<file path="src/rtl/adder_accumulator_if.sv">
//------------------------------------------------------------------------------
// Module      : adder_accumulator_if
// Description : Input and output stream handshakes of the adder accumulator.
// Revision    : 1.0 - initial release
//------------------------------------------------------------------------------
`default_nettype none

interface adder_accumulator_if #(
  parameter int N       = 32,
  parameter int COUNT_W = 8
);
  logic               in_valid;
  logic               in_ready;
  logic [N-1:0]       in_data;
  logic               in_last;
  logic               out_valid;
  logic               out_ready;
  logic [N-1:0]       out_sum;
  logic               out_carry;
  logic               out_overflow;
  logic [COUNT_W-1:0] out_count;

  // master: the stream source and result sink; slave: the accumulator itself
  modport master (
    output in_valid, in_data, in_last, out_ready,
    input  in_ready, out_valid, out_sum, out_carry, out_overflow, out_count
  );

  modport slave (
    input  in_valid, in_data, in_last, out_ready,
    output in_ready, out_valid, out_sum, out_carry, out_overflow, out_count
  );
endinterface

`default_nettype wire

</file>
<file path="src/rtl/adder_accumulator.sv">
//------------------------------------------------------------------------------
// Module      : adder_accumulator
// Description : Streaming signed accumulator with sticky carry/overflow and a
//               saturating beat count, reported once per packet.
// Revision    : 1.0 - initial release
//------------------------------------------------------------------------------
`default_nettype none

module adder_accumulator #(
  parameter int N       = 32,
  parameter int COUNT_W = 8
) (
  input  wire                  clk,
  input  wire                  rst,
  input  wire                  clear,
  adder_accumulator_if.slave   bus
);

  typedef enum logic [0:0] {
    ST_ACCUM = 1'b0,
    ST_DONE  = 1'b1
  } state_t;

  localparam logic c_cin = 1'b0;

  state_t             r_state;
  logic [N-1:0]       r_acc;
  logic               r_carry;
  logic               r_ovf;
  logic [COUNT_W-1:0] r_count;
  logic               r_in_ready;
  logic               r_out_valid;

  logic [N:0]         w_add;
  logic               w_ovf;

  // Adder instance: X = acc, Y = in_data, Cin held at 0
  assign w_add = {1'b0, r_acc} + {1'b0, bus.in_data} + {{N{1'b0}}, c_cin};
  assign w_ovf = (r_acc[N-1] == bus.in_data[N-1]) && (w_add[N-1] != r_acc[N-1]);

  always_ff @(posedge clk or posedge rst) begin
    if (rst) begin
      r_state     <= ST_ACCUM;
      r_acc       <= '0;
      r_carry     <= 1'b0;
      r_ovf       <= 1'b0;
      r_count     <= '0;
      r_in_ready  <= 1'b1;
      r_out_valid <= 1'b0;
    end else if (clear) begin
      r_state     <= ST_ACCUM;
      r_acc       <= '0;
      r_carry     <= 1'b0;
      r_ovf       <= 1'b0;
      r_count     <= '0;
      r_in_ready  <= 1'b1;
      r_out_valid <= 1'b0;
    end else begin
      case (r_state)
        ST_ACCUM: begin
          if (bus.in_valid) begin
            r_acc   <= w_add[N-1:0];
            r_carry <= r_carry | w_add[N];
            r_ovf   <= r_ovf | w_ovf;
            if (!(&r_count)) begin
              r_count <= r_count + 1'b1;
            end
            if (bus.in_last) begin
              r_state     <= ST_DONE;
              r_in_ready  <= 1'b0;
              r_out_valid <= 1'b1;
            end
          end
        end
        ST_DONE: begin
          // Result is consumed; the next packet starts from a clean slate
          if (bus.out_ready) begin
            r_state     <= ST_ACCUM;
            r_acc       <= '0;
            r_carry     <= 1'b0;
            r_ovf       <= 1'b0;
            r_count     <= '0;
            r_in_ready  <= 1'b1;
            r_out_valid <= 1'b0;
          end
        end
        default: begin
          r_state     <= ST_ACCUM;
          r_in_ready  <= 1'b1;
          r_out_valid <= 1'b0;
        end
      endcase
    end
  end

  assign bus.in_ready     = r_in_ready;
  assign bus.out_valid    = r_out_valid;
  assign bus.out_sum      = r_acc;
  assign bus.out_carry    = r_carry;
  assign bus.out_overflow = r_ovf;
  assign bus.out_count    = r_count;

endmodule

`default_nettype wire

</file>
<file path="src/flat_wrapper.sv">
// flat-port wrapper written by rule: the top's interface ports become plain ports
module adder_accumulator_flat 
#(
  parameter int N       = 32,
  parameter int COUNT_W = 8
)
  (clk, rst, clear, bus_in_valid, bus_in_data, bus_in_last, bus_out_ready, bus_in_ready, bus_out_valid, bus_out_sum, bus_out_carry, bus_out_overflow, bus_out_count);
  adder_accumulator_if #(.N(N), .COUNT_W(COUNT_W)) bus_i ();
  input  wire clk;
  input  wire rst;
  input  wire clear;
  input wire logic [$bits(bus_i.in_valid)-1:0] bus_in_valid;
  input wire logic [$bits(bus_i.in_data)-1:0] bus_in_data;
  input wire logic [$bits(bus_i.in_last)-1:0] bus_in_last;
  input wire logic [$bits(bus_i.out_ready)-1:0] bus_out_ready;
  output wire logic [$bits(bus_i.in_ready)-1:0] bus_in_ready;
  output wire logic [$bits(bus_i.out_valid)-1:0] bus_out_valid;
  output wire logic [$bits(bus_i.out_sum)-1:0] bus_out_sum;
  output wire logic [$bits(bus_i.out_carry)-1:0] bus_out_carry;
  output wire logic [$bits(bus_i.out_overflow)-1:0] bus_out_overflow;
  output wire logic [$bits(bus_i.out_count)-1:0] bus_out_count;
  assign bus_i.in_valid = bus_in_valid;
  assign bus_i.in_data = bus_in_data;
  assign bus_i.in_last = bus_in_last;
  assign bus_i.out_ready = bus_out_ready;
  assign bus_in_ready = bus_i.in_ready;
  assign bus_out_valid = bus_i.out_valid;
  assign bus_out_sum = bus_i.out_sum;
  assign bus_out_carry = bus_i.out_carry;
  assign bus_out_overflow = bus_i.out_overflow;
  assign bus_out_count = bus_i.out_count;
  adder_accumulator #(.N(N), .COUNT_W(COUNT_W)) u_core (.clk(clk), .rst(rst), .clear(clear), .bus(bus_i));
endmodule
</file>
<file path="config.mk">
export PLATFORM = sky130hd
export DESIGN_NAME = adder_accumulator_flat
export DESIGN_NICKNAME = d
export VERILOG_FILES = /design/src/rtl/adder_accumulator_if.sv /design/src/rtl/adder_accumulator.sv /design/src/flat_wrapper.sv
export SDC_FILE = /design/constraint.sdc
export NUM_CORES = 1
export LEC_CHECK = 0
export BUFFER_PORTS_ARGS = -buffer_cell sky130_fd_sc_hd__buf_2
export CELL_PAD_IN_SITES_DETAIL_PLACEMENT = 1
export CELL_PAD_IN_SITES_GLOBAL_PLACEMENT = 2
export CORE_MARGIN = 2
export CORE_UTILIZATION = 35
export DETAILED_ROUTE_END_ITERATION = 6
export GPL_ROUTABILITY_DRIVEN = 0
export PLACE_DENSITY_LB_ADDON = 0.1
export SLEW_MARGIN = 0
export SYNTH_ARGS = -nofsm -noshare
export SYNTH_HDL_FRONTEND = slang
export SYNTH_SLANG_ARGS = --single-unit
</file>
<file path="constraint.sdc">
create_clock -name clk -period 7.1 [get_ports clk]
set_input_delay 0.71 -clock clk [delete_from_list [all_inputs] [get_ports clk]]
set_output_delay 0.71 -clock clk [all_outputs]
set_load 0.02 [all_outputs]
</file>
Word-level counts from Yosys, hierarchy flattened
Cells that the tools add are included.
Cells by class
  equal/unequal tests: 6
  multiplexer cells: 30
  bitwise operators: 3
  $add $sub $neg: 2
  reductions and logical operators: 5
Operator list (count)
  32-bit 2-to-1 mux: 3
  32-bit case mux with 2 select lines: 1
  32-bit by 32-bit adder with 33-bit output: 1
  8-bit 2-to-1 mux: 4
  1-bit 2-to-1 mux: 16
  8-bit case mux with 2 select lines: 1
  3-bit inequality test, second input constant: 4
  1-bit case mux with 2 select lines: 5
  8-bit by 1-bit adder with 8-bit output, second input constant: 1
  8-bit AND reduction: 1
  3-bit AND reduction: 2
  1-bit bitwise OR: 2
  2-bit AND reduction: 1
  1-bit equality test: 1
  1-bit logical AND: 1
  1-bit inequality test: 1
  1-bit NOT: 1
Storage, ports and cells
  register bits after elaboration: 45
  input bits: 38
  output and inout port bits: 44
  word-level logic and storage cells: 53

Longest topological paths before layout
  depth after elaboration: 7
  depth in mapped cells: 10
  gate-level depth less buffers: 10

Worst setup path before layout
OpenSTA, ideal clock, no wires.
  kind: input to register
  start point: in bus_in_data[0]
  end point: reg u_core.r_carry, in the netlist u_core.bus.out_carry
  stages: 10
  data arrival time: 2.907 ns
  slack: 4.055 ns
  required time: 6.962 ns
  library setup time: 0.138 ns
  buffers on the path: 0
  cells stage by stage: ha_1 fa_1 a21o_1 a221o_1 and3_4 o311ai_1 o211a_1 o21ai_2 a221oi_2 o22ai_1
Between the ends
  longest elaborated chain between the ends: 5
RTL lines
  from (decl): RTL line flat_wrapper.sv:13  | input wire logic [$bits(bus_i.in_data)-1:0] bus_in_data;
  32-bit by 32-bit adder with 33-bit output: RTL line adder_accumulator.sv:38  | assign w_add = {1'b0, r_acc} + {1'b0, bus.in_data} + {{N{1'b0}}, c_cin};
  1-bit bitwise OR: RTL line adder_accumulator.sv:63  | r_carry <= r_carry | w_add[N];
  1-bit 2-to-1 mux: RTL line adder_accumulator.sv:61  | if (bus.in_valid) begin
  1-bit case mux with 2 select lines: RTL line adder_accumulator.sv:59  | case (r_state)
  1-bit 2-to-1 mux: RTL line adder_accumulator.sv:50  | end else if (clear) begin
  to (signal assigned): RTL line adder_accumulator.sv:63
  to (decl): RTL line adder_accumulator.sv:28  | logic r_carry;
No other way between the ends. The select of a mux whose other input is x is not followed.
A chain may end at the register's enable or synchronous reset.

Worst setup path in the final report
Same ends and word-level chain as after synthesis.

==> out/metrics.cfg <==
[layout]
seqCellArea_um2 = 1130
areaGrowthSynthToFinish_pct = 15.4
post-route-util = 0.418
nets = 539
antenna_cells = 0
instances_no_fill = 601
nFillCells = 1241
design_area_um2 = 4110
drive_above_1_share = 0.235
multi_input_area_um2 = 2250

[worst_setup_path]
path_buf_inv = 1
crit_family = compound AO/OA/AOI/OAI gates
cpPeakStageDelay_ps = 410
path_class = primary input to flip-flop
cp-start-kind = primary input
ff2ff_setup_slack_ps = 4130
crit_path_end_kind = flip-flop
r2r-start = u_core.bus.out_sum[0]
crit_arrival_ps = 3210
critPathMaxFanout = 4
critical-path-slowest-cell = fa_1
cp.required_ps = 7290
ff2ff_path_depth = 10
r2r-end = u_core.bus.out_carry
path_cells = buf_2 -> ha_1 -> fa_1 -> a21o_1 -> a221o_1 -> and3_4 -> o311ai_1 -> o211a_1 -> o21ai_2 -> a221oi_2 -> o22ai_1

[die]
core_um2 = 9820
die_x_um = 105
row_count = 36
start_util = 0.363
die-area_um2 = 11000
die_y_um = 105
io_pins = 82

[yosys]
synthArstFlopShare = 1.00
synth_top_area_cell = dfrtp_1
syn-num-nets = 470
synth_cell_type_count = 63
ys_seq_elements = 45
synth_common_cells = dfrtp_1 (44), nand2_1 (44), ha_1 (33)
yosysSeqAreaShare = 0.317
synthCells = 398
synth-main-ff-cell = dfrtp_1
avgSynthCellArea_um2 = 8.95
synth_area_um2 = 3560
synth_top_cells_by_area = dfrtp_1 (31%), ha_1 (12%), a21o_1 (4.8%)
synth_edf_count = 0
synth_top_area_frac = 0.309
ys_warn_count = 0

[clocking]
cts_sinks = 45
cts_setup_buffers = 0
cts-root-buf = clkbuf_8
clk_pin_slew_ps = 100
cts_buffers = 5
hold_buffers = 0
cts_tree = yes
ctsResizeCount = 0
htree_num_levels = 2
clock_latency_ps = 300
cts_buffer_depth = 2

[timing]
slew-limit-headroom = 0.317
drv_slew = 0
grt_setup_unrepaired = false
setup_viol = 0
fin_setup_tns_ps = 0
fin_crit_sh = 0.426
finClkSkew_ps = 12.5
worstMarginPinSlew_ps = 1020
fmax_mhz = 330
min_period_ps = 3030
worst_slack_ps = 4070
final_hold_viol_count = 0

[status]
status = completed

[placed_design]
dpl.hpwl_um = 7510
place_area_um2 = 4010
io_buffers = 81
preCtsSetupSlack_ps = 3720
dp.cells = 593

[power_and_ir_drop]
switching_share = 0.426
ir_drop_mv = 0.0997
p_leak_nw = 2.14
p_int_uw = 529
p_per_area_nw_per_um2 = 224
seq_power_share = 0.348
switchingPower_uw = 392
power_frac_comb = 0.462
pwr-share-clk = 0.191

[drt]
viasPerCell = 5.38
dr_total_vias = 3236
drt_iter0_drc = 97
wl_um = 9930
drt-wirelength-per-cell_um = 16.5
post-route-drc-count = 0
antenna_left = 0
drtPass1Iterations = 4

[hold_path]
hold_depth = 2
min_to = u_core.bus.out_sum[17]
hold_path_startpoint = u_core.bus.out_sum[17]
hp-class = flip-flop to flip-flop

[global_route]
antenna_found_initial = 0
grt_pass1_wl_um = 17100
grt_pass1_vias = 3390
grt_util_all_layers = 0.187
grt_overflow = 0
grt_max_degree = 46

[run]
maxCapViolCount = 0

cell families after synthesis:
kind of cell	share of synthesized area
AOI/OAI and AO/OA	0.276
and+or+nand+nor	0.148
DFF	0.317
adders and majority gates	0.122
buffers and inverters	0.0502
xor gates and xnor gates	0.0787
muxes	0.00878
state kept, by name, indices dropped and copies added (netlist names):
| name | flops |
|---|---|
| u_core.bus.out_overflow | 1 |
| u_core.bus.out_count | 8 |
| u_core.r_state | 1 |
| u_core.bus.out_sum | 32 |
| u_core.bus.in_ready | 1 |
| u_core.bus.out_valid | 1 |
| u_core.bus.out_carry | 1 |
cells in the final DEF (no fill, tap or decap), types with 3 or more instances in the layout:
cell / instances
clkbuf_8: 5
dfrtp_1: 44
a221o_1: 4
a22o_1: 4
nand4_1: 13
xnor2_1: 15
inv_1: 11
nand2_1: 44
and3_1: 9
o21bai_1: 6
o21ai_0: 28
a211oi_1: 4
o21ai_1: 12
xor2_1: 17
ha_1: 33
nor2_1: 21
nand3_1: 5
a21o_1: 23
and4_1: 3
a21oi_1: 31
nor3_1: 4
a21o_2: 3
buf_2: 81
layer usage:
metal  up-vias  global-route usage  routed length (µm)
li1       1597                   -                   -
met1      1583               0.257                4830
met2        54               0.319                4710
met3         2              0.0256                 341
met4         0              0.0295                  39
met5         -                   0                   0
power groups by stage:
stage | Combinational [mW] | Sequential (mW) | Clock, mW
2_1_floorplan | 0.287 | 0.360 | 0
3_3_place_gp | 0.424 | 0.325 | 0
3_5_place_dp | 0.428 | 0.326 | 0
4_1_cts | 0.430 | 0.321 | 0.187
5_1_grt | 0.476 | 0.327 | 0.195
6_report | 0.425 | 0.320 | 0.176
cell type report:
class	count	area share
timing repair buffer	83	0.102
clock buffer	5	0.0168
tap	133	0.0405
multi-input combinational	320	0.549
inverter	12	0.0110
sequential	45	0.274
clock inverter	3	0.00609
worst min-delay path: stages, from the launching register on:
cell     delay [ps]
dfrtp_1         380
nand2_1          50
o21ai_0          60
worst max path at each step:
stage,startpoint,endpoint,slack [ps],depth (start not counted)
4_1_cts,bus_in_data[0],u_core.bus.out_carry,4060,11
3_3_place_gp,bus_in_data[0],u_core.bus.out_carry,3810,11
5_1_grt,bus_in_data[0],u_core.bus.out_carry,3910,11
6_report,bus_in_data[0],u_core.bus.out_carry,4070,11
3_5_place_dp,bus_in_data[0],u_core.bus.out_carry,3720,11
2_1_floorplan,bus_in_data[0],u_core.bus.out_carry,4050,10
stage by stage:
step	total power [mW]	hold WS [ps]
after floorplan	0.646	541
after global placement	0.748	489
after detailed placement	0.755	504
after CTS	0.938	529
after global routing	0.998	564
final	0.921	517
Power figures use the tool's default switching activity.
